===== config.mk =====
export PLATFORM = sky130hd
export DESIGN_NAME = tone_sequencer
export DESIGN_NICKNAME = d
export VERILOG_FILES = /design/src/rtl/tone_sequencer.sv
export SDC_FILE = /design/constraint.sdc
export NUM_CORES = 1
export LEC_CHECK = 0
export ABC_AREA = 1
export ABC_CLOCK_PERIOD_IN_PS = 2600
export CELL_PAD_IN_SITES_DETAIL_PLACEMENT = 0
export CELL_PAD_IN_SITES_GLOBAL_PLACEMENT = 1
export CORE_UTILIZATION = 47
export CTS_CLUSTER_DIAMETER = 200
export DETAILED_ROUTE_END_ITERATION = 6
export PLACE_DENSITY = 0.9
export SYNTH_ARGS = -nofsm -noshare
export SYNTH_HDL_FRONTEND = slang
export SYNTH_SLANG_ARGS = --single-unit

===== constraint.sdc =====
create_clock -name clk -period 2.6 [get_ports clk]
set_input_delay 0.52 -clock clk [delete_from_list [all_inputs] [get_ports clk]]
set_output_delay 0.52 -clock clk [all_outputs]
set_load 0.03 [all_outputs]

===== src/rtl/tone_sequencer.sv =====
// 16-entry note/duration sequencer driving a single square-wave tone divider.
// Optional `TONE_SEQ_GAP_EN` inserts one silent tick after every note.
module tone_sequencer #(
  parameter int DEPTH    = 16,
  parameter int TICK_DIV = 80000
) (
  input  logic       clk,
  input  logic       rst,
  input  logic       wr_en,
  input  logic [3:0] wr_addr,
  input  logic [7:0] wr_data,
  input  logic       start,
  input  logic       stop,
  input  logic       loop,
  output logic       audio,
  output logic       busy,
  output logic [3:0] step,
  output logic       done
);
  localparam int PW = $clog2(TICK_DIV);

`ifdef TONE_SEQ_GAP_EN
  typedef enum logic [1:0] {S_IDLE, S_FETCH, S_PLAY, S_GAP} state_t;
`else
  typedef enum logic [1:0] {S_IDLE, S_FETCH, S_PLAY} state_t;
`endif

  state_t        state, state_nx;
  logic [7:0]    ram [DEPTH];
  logic [7:0]    entry;
  logic [3:0]    note, dur, ticks;
  logic [PW-1:0] pre;
  logic [13:0]   tone_cnt, half;
  logic          tick_end, note_end, rest;
  logic [3:0]    step_nx;
  logic          done_nx;

  // Half-period of each chromatic code; odd divisors truncate.
  function automatic logic [13:0] half_period(input logic [3:0] code);
    logic [13:0] div;
    case (code)
      4'd0:    div = 14'd15289;
      4'd1:    div = 14'd14431;
      4'd2:    div = 14'd13621;
      4'd3:    div = 14'd12856;
      4'd4:    div = 14'd12135;
      4'd5:    div = 14'd11454;
      4'd6:    div = 14'd10811;
      4'd7:    div = 14'd10204;
      4'd8:    div = 14'd9631;
      4'd9:    div = 14'd9091;
      4'd10:   div = 14'd8581;
      4'd11:   div = 14'd8099;
      4'd12:   div = 14'd7644;
      default: div = 14'd0;
    endcase
    return div >> 1;
  endfunction

  assign entry    = ram[step];
  assign half     = half_period(note);
  assign rest     = (note > 4'd12);
  assign tick_end = (pre == PW'(TICK_DIV - 1));
  assign note_end = tick_end && (ticks == dur - 4'd1);
  assign busy     = (state != S_IDLE);

  always_comb begin
    state_nx = state;
    step_nx  = step;
    done_nx  = 1'b0;
    case (state)
      S_IDLE: begin
        if (start) begin
          state_nx = S_FETCH;
          step_nx  = 4'd0;
        end
      end
      S_FETCH: begin
        if (entry[3:0] != 4'd0) begin
          state_nx = S_PLAY;
        end else if (step == 4'd0) begin
          state_nx = S_IDLE;
        end else if (loop) begin
          step_nx = 4'd0;
        end else begin
          state_nx = S_IDLE;
          done_nx  = 1'b1;
        end
      end
      S_PLAY: begin
        if (note_end) begin
          if (step == 4'd15 && !loop) begin
            state_nx = S_IDLE;
            done_nx  = 1'b1;
          end else begin
            step_nx = step + 4'd1;
`ifdef TONE_SEQ_GAP_EN
            state_nx = S_GAP;
`else
            state_nx = S_FETCH;
`endif
          end
        end
      end
`ifdef TONE_SEQ_GAP_EN
      S_GAP: begin
        if (tick_end) state_nx = S_FETCH;
      end
`endif
      default: state_nx = S_IDLE;
    endcase
    // Abort beats everything, including a same-cycle start.
    if (stop) begin
      state_nx = S_IDLE;
      step_nx  = step;
      done_nx  = 1'b0;
    end
  end

  always_ff @(posedge clk) begin
    if (rst) begin
      state    <= S_IDLE;
      step     <= 4'd0;
      done     <= 1'b0;
      audio    <= 1'b0;
      note     <= 4'd0;
      dur      <= 4'd0;
      ticks    <= 4'd0;
      pre      <= '0;
      tone_cnt <= 14'd0;
      for (int i = 0; i < DEPTH; i++) ram[i] <= 8'd0;
    end else begin
      state <= state_nx;
      step  <= step_nx;
      done  <= done_nx;
      if (wr_en) ram[wr_addr] <= wr_data;
      case (state)
        S_FETCH: begin
          // Latched copy keeps the current note immune to rewrites.
          note     <= entry[7:4];
          dur      <= entry[3:0];
          ticks    <= 4'd0;
          pre      <= '0;
          tone_cnt <= 14'd0;
          audio    <= 1'b0;
        end
        S_PLAY: begin
          pre <= tick_end ? '0 : pre + 1'b1;
          if (tick_end) ticks <= ticks + 4'd1;
          if (tone_cnt == half - 14'd1) begin
            tone_cnt <= 14'd0;
            audio    <= ~audio & ~rest;
          end else begin
            tone_cnt <= tone_cnt + 14'd1;
          end
        end
`ifdef TONE_SEQ_GAP_EN
        S_GAP: pre <= tick_end ? '0 : pre + 1'b1;
`endif
        default: ;
      endcase
      if (state_nx != S_PLAY) audio <= 1'b0;
    end
  end

endmodule


Yosys cells after proc, flatten, opt, wreduce, memory -nomap -nowiden
Memories as Yosys holds them, arrays and structs flattened. A register that Yosys moved wholly into a read port is not among the register bits.
Index checks and enable logic that the tools add are counted.
Widths: inputs -> output; s select.
Word-level totals
  bits in registers: 51
  memories: 2
  memory bits (read-only): 224
  RAM bits: 128
  logic and storage cells: 93
Memories
  (no name shown): depth 16, bits a word 14, rd ports 1, clocked after memory_dff 1, write ports 0, RTL line 41  | case (code)
  ram: depth 16, bits a word 8, rd ports 1, clocked after memory_dff 1, write ports 16, RTL line 29  | logic [7:0] ram [DEPTH];
Cells by class
  $add $sub $neg: 6
  order comparisons: 1
  equal/unequal tests: 15
  mux-type cells: 41
  reduce and logical (&&, ||, !) cells: 15
  bitwise operators: 4
Operators with widths (count)
  $mux 4: 12
  $pmux 17 s2: 1
  $pmux 14 s2: 1
  $ne 2x2->1 const B: 9
  $add 17x1->17 const B: 1
  $eq 17x17->1 const B: 1
  $mux 17: 1
  $add 14x1->14 const B: 1
  $eq 14x14->1: 1
  $mux 14: 1
  $sub 13x1->14 const B: 1
  $mux 1: 13
  $mux 2: 6
  $pmux 4 s3: 1
  $add 4x1->4 const B: 2
  $mux 8: 1
  $pmux 4 s2: 1
  $reduce_and 8->1: 1
  $reduce_or 8->1: 1
  $pmux 2 s3: 1
  $eq 4x4->1: 1
  $eq 4x4->1 const B: 1
  $gt 4x4->1 const B: 1
  $logic_not 4->1: 1
  other kinds (14): 21

Depth between registers and ports, before layout
  word-level depth: 8
  depth in mapped cells: 17
  gate-level depth less buffers: 16

Worst setup path after synthesis
Ideal clock, no wire load.
  kind: register to register
  start: register (tool-made name)
  end: register, netlist name half[1]
  data required time: 2484 ps
  clock period less this slack: 2079 ps
  cell stages (with the launch flop): 16
  arrival time: 1962 ps
  library setup time: 116 ps
  slack: 521 ps
  cell sequence: dfxtp_1 -> inv_2 -> buf_4 -> buf_2 -> o21ai_0 -> o221ai_1 -> nand3_1 -> nand3_1 -> nand2_2 -> inv_1 -> ha_1 -> inv_1 -> nand2_1 -> inv_1 -> o21ai_1 -> nand2_1

Final worst setup path
  start: register state[0]
  end: output port busy
Between the ends
  word-level cells in the longest chain between the ends: 1
RTL lines
  start: declaration: RTL line 28  | state_t state, state_nx;
  start signal: assignment: RTL line 133  | state <= state_nx;
  $reduce_bool 2->1: RTL line 65  | assign busy = (state != S_IDLE);
  end: declaration: RTL line 16  | output logic busy,
Every way passes these cells.

==> run summary <==
After synthesis, the largest family of logic cells by area is simple AND/OR/NAND/NOR gates. In this run the worst path has a maximum fanout of 4. Measured on the finished design, the core utilization comes to 53.8%. The post-synth design cell area was 10,100 um^2; the number of rows created at floorplan was 53. Top-level port count: 25. After clock tree synthesis, the setup repair step added 0 buffers. The first detailed-routing pass took 5 iterations.

Share of the synthesized area in compound gates (AO/OA/AOI/OAI): 6.65%. The die covers 22,100 um^2. The tools report the sort of element at the end of the critical path as an output pin.

In this run, the number of DRC markers left after iteration 0 of detailed routing was 639. The final number of hold-violating endpoints was 0; the synthesized netlist net count was 1,295. The logs give 0.0136 ns for the post-route clock skew and 0 for the total inserted antenna cells.

For the met3 wire length, the log shows 1.09 mm. Via count of the first global-routing pass: 7,594. The region available for standard cell placement spans 21,100 um^2.

The clock edge transition at the registers on the reported setup and hold paths was 0.07 ns. After synthesis, the share of cell area in mux cells is 0%. The count of port buffers added during placement came out at 24. In the layout the commonest cells are 310 x sky130_fd_sc_hd__nand2_1, 232 x sky130_fd_sc_hd__nor2_1, 128 x sky130_fd_sc_hd__edfxtp_1. The longest clock path from root to sink contains 2 buffers.

The worst hold path was traced through 2 stages. At the end of the flow, the number of nets in the layout was 1,326. The floorplan step set the die width to 149 um. For this run, the top clock speed supported by timing is 408 MHz.

The largest vdd supply drop came out at 0.000417 V. In this run the remaining antenna-violating nets after routing total 0. The tools report the H-tree depth as 4. The required arrival time at the worst endpoint is 2.08 ns, and the number of sinks driven by the clock tree is 196.

The first global-routing pass estimated 38.3 mm of wire. The post-route netlist has 7.83% of its cells at a drive strength greater than 1. The worst hold path belongs to the class flop to flop.

A synthesized cell averages 8.05 um^2. Summing the areas of all fa, ha and maj instances in the mapped netlist gives 2.35% of the synthesized area. Pin count of the biggest net entering global routing: 65.

TritonCTS built the clock tree. The max-slew violation count came out at 0. The number of setup violations in the final report is 0, and the vertical die dimension is 149 um. The routed length per placed instance was 15.1 um. The average vias per placed instance works out to 5.16. The starting density of the core came out at 48.0%.

After detailed routing, the number of remaining DRC violations is 0. The flow ran to the end, and the final reports show no timing, DRC or antenna violations. The number of max-cap violations was 0. The number of distinct library cells after synthesis is 45, and the headroom to the max-slew limit is 50.6%.

The logs give 11.6 mm for the detailed route wirelength on metal2 and 22.6% for the total global routing track utilization. In the synthesized netlist, the number of instances is 1,258. Setup repair after global routing left no endpoint under its margin.

The final-layout fill cell count was 1,994; the number of CTS-inserted buffers was 17. Power spread over the standard cell area amounts to 602 nW/um^2. Of the total synthesized cell area, the portion taken by XOR and XNOR cells is 1.90%. The run gives 10.6 mm as the sum of routed wire segments on met1.

The library cell used most frequently in the layout, excluding fill and tap cells, is sky130_fd_sc_hd__nand2_1. At the pin with the least slew margin, the transition time is 0.740 ns. Of the available clock period, the critical path in the final layout requires 94.3%. For the number of warnings issued by yosys, the log shows 0. The data arrival at the endpoint of the critical path was 1.93 ns. The area growth from synthesis to final layout is 11.9%.

The critical path is of the flop to output pin type. The initial antenna violation count came out at 0. Routed wire length: 23.7 mm. After legalization and detailed placement, the total HPWL measured 16.6 mm. The length in cells of the worst reg-to-reg path was 11; the shortest period the worst path allows was 2.45 ns. The post-synthesis simple-gate area fraction was 29.8%; the final estimated routing congestion in global placement was 0.865. For the clock insertion delay at the later pin of the skew report, the log shows 0.44 ns. In this run the top signal layer used is met4. For the overall overflow remaining after global route, the log shows 0. The number of synthesized register bits was 196. Launching element type of the critical path: a flop.

The tree is rooted in a sky130_fd_sc_hd__clkbuf_16. After synthesis, flip-flops and latches occupy 51.4% of the total area. After routing, the total negative slack on setup checks comes to 0 ns. The reported leakage power is 4.65 nW, and the total via count in the routed design is 8,135.
==> repair_timing <==
action,in CTS,in global routing
resized for setup,0,2
hold buffers,0,0
endpoints found under the hold margin,0,0
endpoints found under the setup margin,0,4
==> sequential cells by signal (all words and copies together) (netlist names), named ones only <==
register  cells
note          4
tone_cnt     14
half         13
step          4
ram         128
pre          17
audio         1
state         2
done          1
ticks         4
dur           4
==> layout make-up <==
cell class / count / area, um^2 / share of cell area (%)
flip-flops and latches: 196 / 5210 / 45.9
multi-input cells: 877 / 4120 / 36.3
repair buffers: 59 / 528 / 4.66
inverters: 138 / 526 / 4.64
clock buffers: 17 / 425 / 3.75
well taps: 275 / 344 / 3.04
clock inverters: 15 / 189 / 1.67
==> cells in the mapped netlist <==
master	instances	area [um^2]
sky130_fd_sc_hd__a211oi_1	1	7.51
sky130_fd_sc_hd__a21oi_1	41	205
sky130_fd_sc_hd__a21oi_2	1	8.76
sky130_fd_sc_hd__a221oi_1	1	8.76
sky130_fd_sc_hd__a31o_2	1	8.76
sky130_fd_sc_hd__and2_1	2	12.5
sky130_fd_sc_hd__and3_1	1	6.26
sky130_fd_sc_hd__buf_1	2	7.51
sky130_fd_sc_hd__buf_2	7	35.0
sky130_fd_sc_hd__buf_4	6	45.0
sky130_fd_sc_hd__buf_6	10	113
sky130_fd_sc_hd__clkbuf_1	21	78.8
sky130_fd_sc_hd__clkbuf_2	1	5.00
sky130_fd_sc_hd__clkinv_1	3	11.3
sky130_fd_sc_hd__dfxtp_1	68	1360
sky130_fd_sc_hd__edfxtp_1	128	3840
sky130_fd_sc_hd__ha_1	19	238
sky130_fd_sc_hd__inv_1	127	477
sky130_fd_sc_hd__inv_2	6	22.5
sky130_fd_sc_hd__inv_4	2	12.5
sky130_fd_sc_hd__nand2_1	310	1160
sky130_fd_sc_hd__nand2_2	6	37.5
sky130_fd_sc_hd__nand2_4	2	22.5
sky130_fd_sc_hd__nand3_1	121	606
sky130_fd_sc_hd__nand3_2	2	20.0
sky130_fd_sc_hd__nand3b_1	3	22.5
sky130_fd_sc_hd__nand4_1	11	68.8
sky130_fd_sc_hd__nor2_1	232	871
sky130_fd_sc_hd__nor2_2	5	31.3
sky130_fd_sc_hd__nor2_4	4	45.0
sky130_fd_sc_hd__nor3_1	12	60.1
sky130_fd_sc_hd__nor3_2	1	10.0
sky130_fd_sc_hd__nor4_1	1	6.26
sky130_fd_sc_hd__nor4_2	1	12.5
sky130_fd_sc_hd__o211ai_1	7	52.6
sky130_fd_sc_hd__o21a_1	1	7.51
sky130_fd_sc_hd__o21ai_0	42	210
sky130_fd_sc_hd__o21ai_1	10	50.1
sky130_fd_sc_hd__o21ai_2	2	17.5
sky130_fd_sc_hd__o221ai_1	7	61.3
sky130_fd_sc_hd__o22ai_1	2	12.5
sky130_fd_sc_hd__o31ai_1	3	22.5
sky130_fd_sc_hd__or2_2	3	18.8
sky130_fd_sc_hd__xnor2_1	8	70.1
sky130_fd_sc_hd__xor2_1	14	123
==> layer usage <==
metal  GRT usage (%)  vias up
met5               0        -
met4            7.40        0
met3            3.27       33
met2            38.8      206
met1            29.4     3750
li1                -     4146
==> stage by stage <==
| step | instances | cell area, um^2 | total power (W) | setup slack (ns) | hold WS, ns |
|---|---|---|---|---|---|
| 2_1_floorplan | 1258 | 10100 | 0.00398 | 0.521 | 0.445 |
| 3_3_place_gp | 1545 | 10700 | 0.00417 | 0.231 | 0.454 |
| 3_5_place_dp | 1545 | 10700 | 0.00418 | 0.189 | 0.472 |
| 4_1_cts | 1577 | 11300 | 0.00686 | 0.141 | 0.483 |
| 5_1_grt | 1577 | 11300 | 0.00708 | 0.0270 | 0.524 |
| 6_report | 1577 | 11300 | 0.00682 | 0.148 | 0.484 |
==> logic make-up after synthesis <==
| logic type | Yosys count |
|---|---|
| simple gates | 717 |
| flops | 196 |
| buf+inv | 185 |
| compound gates | 119 |
| xor+xnor | 22 |
| fa+ha+maj | 19 |
==> worst max-delay path, stage by stage, from the launching register on <==
cell	delay (ns)
sky130_fd_sc_hd__dfxtp_1	0.40
sky130_fd_sc_hd__inv_1	0.12
sky130_fd_sc_hd__ha_1	0.25
sky130_fd_sc_hd__inv_1	0.08
sky130_fd_sc_hd__clkdlybuf4s50_1	0.66
==> final timing paths <==
path / from / end / slack (ns)
hold / removal: pre[14] / pre[14] / 0.48
hold reg to reg: pre[14] / pre[14] / 0.48
setup / recovery: state[0] / busy / 0.15
setup reg to reg: flop / half[9] / 0.23
==> where the power goes <==
group	switching, W	total [W]	leakage [nW]	internal, W
registers	0.0000730	0.00354	1.77	0.00346
clock network	0.00125	0.00272	0.294	0.00146
logic	0.000389	0.000572	2.58	0.000184
No activity file was read; power rests on OpenSTA's default activity.
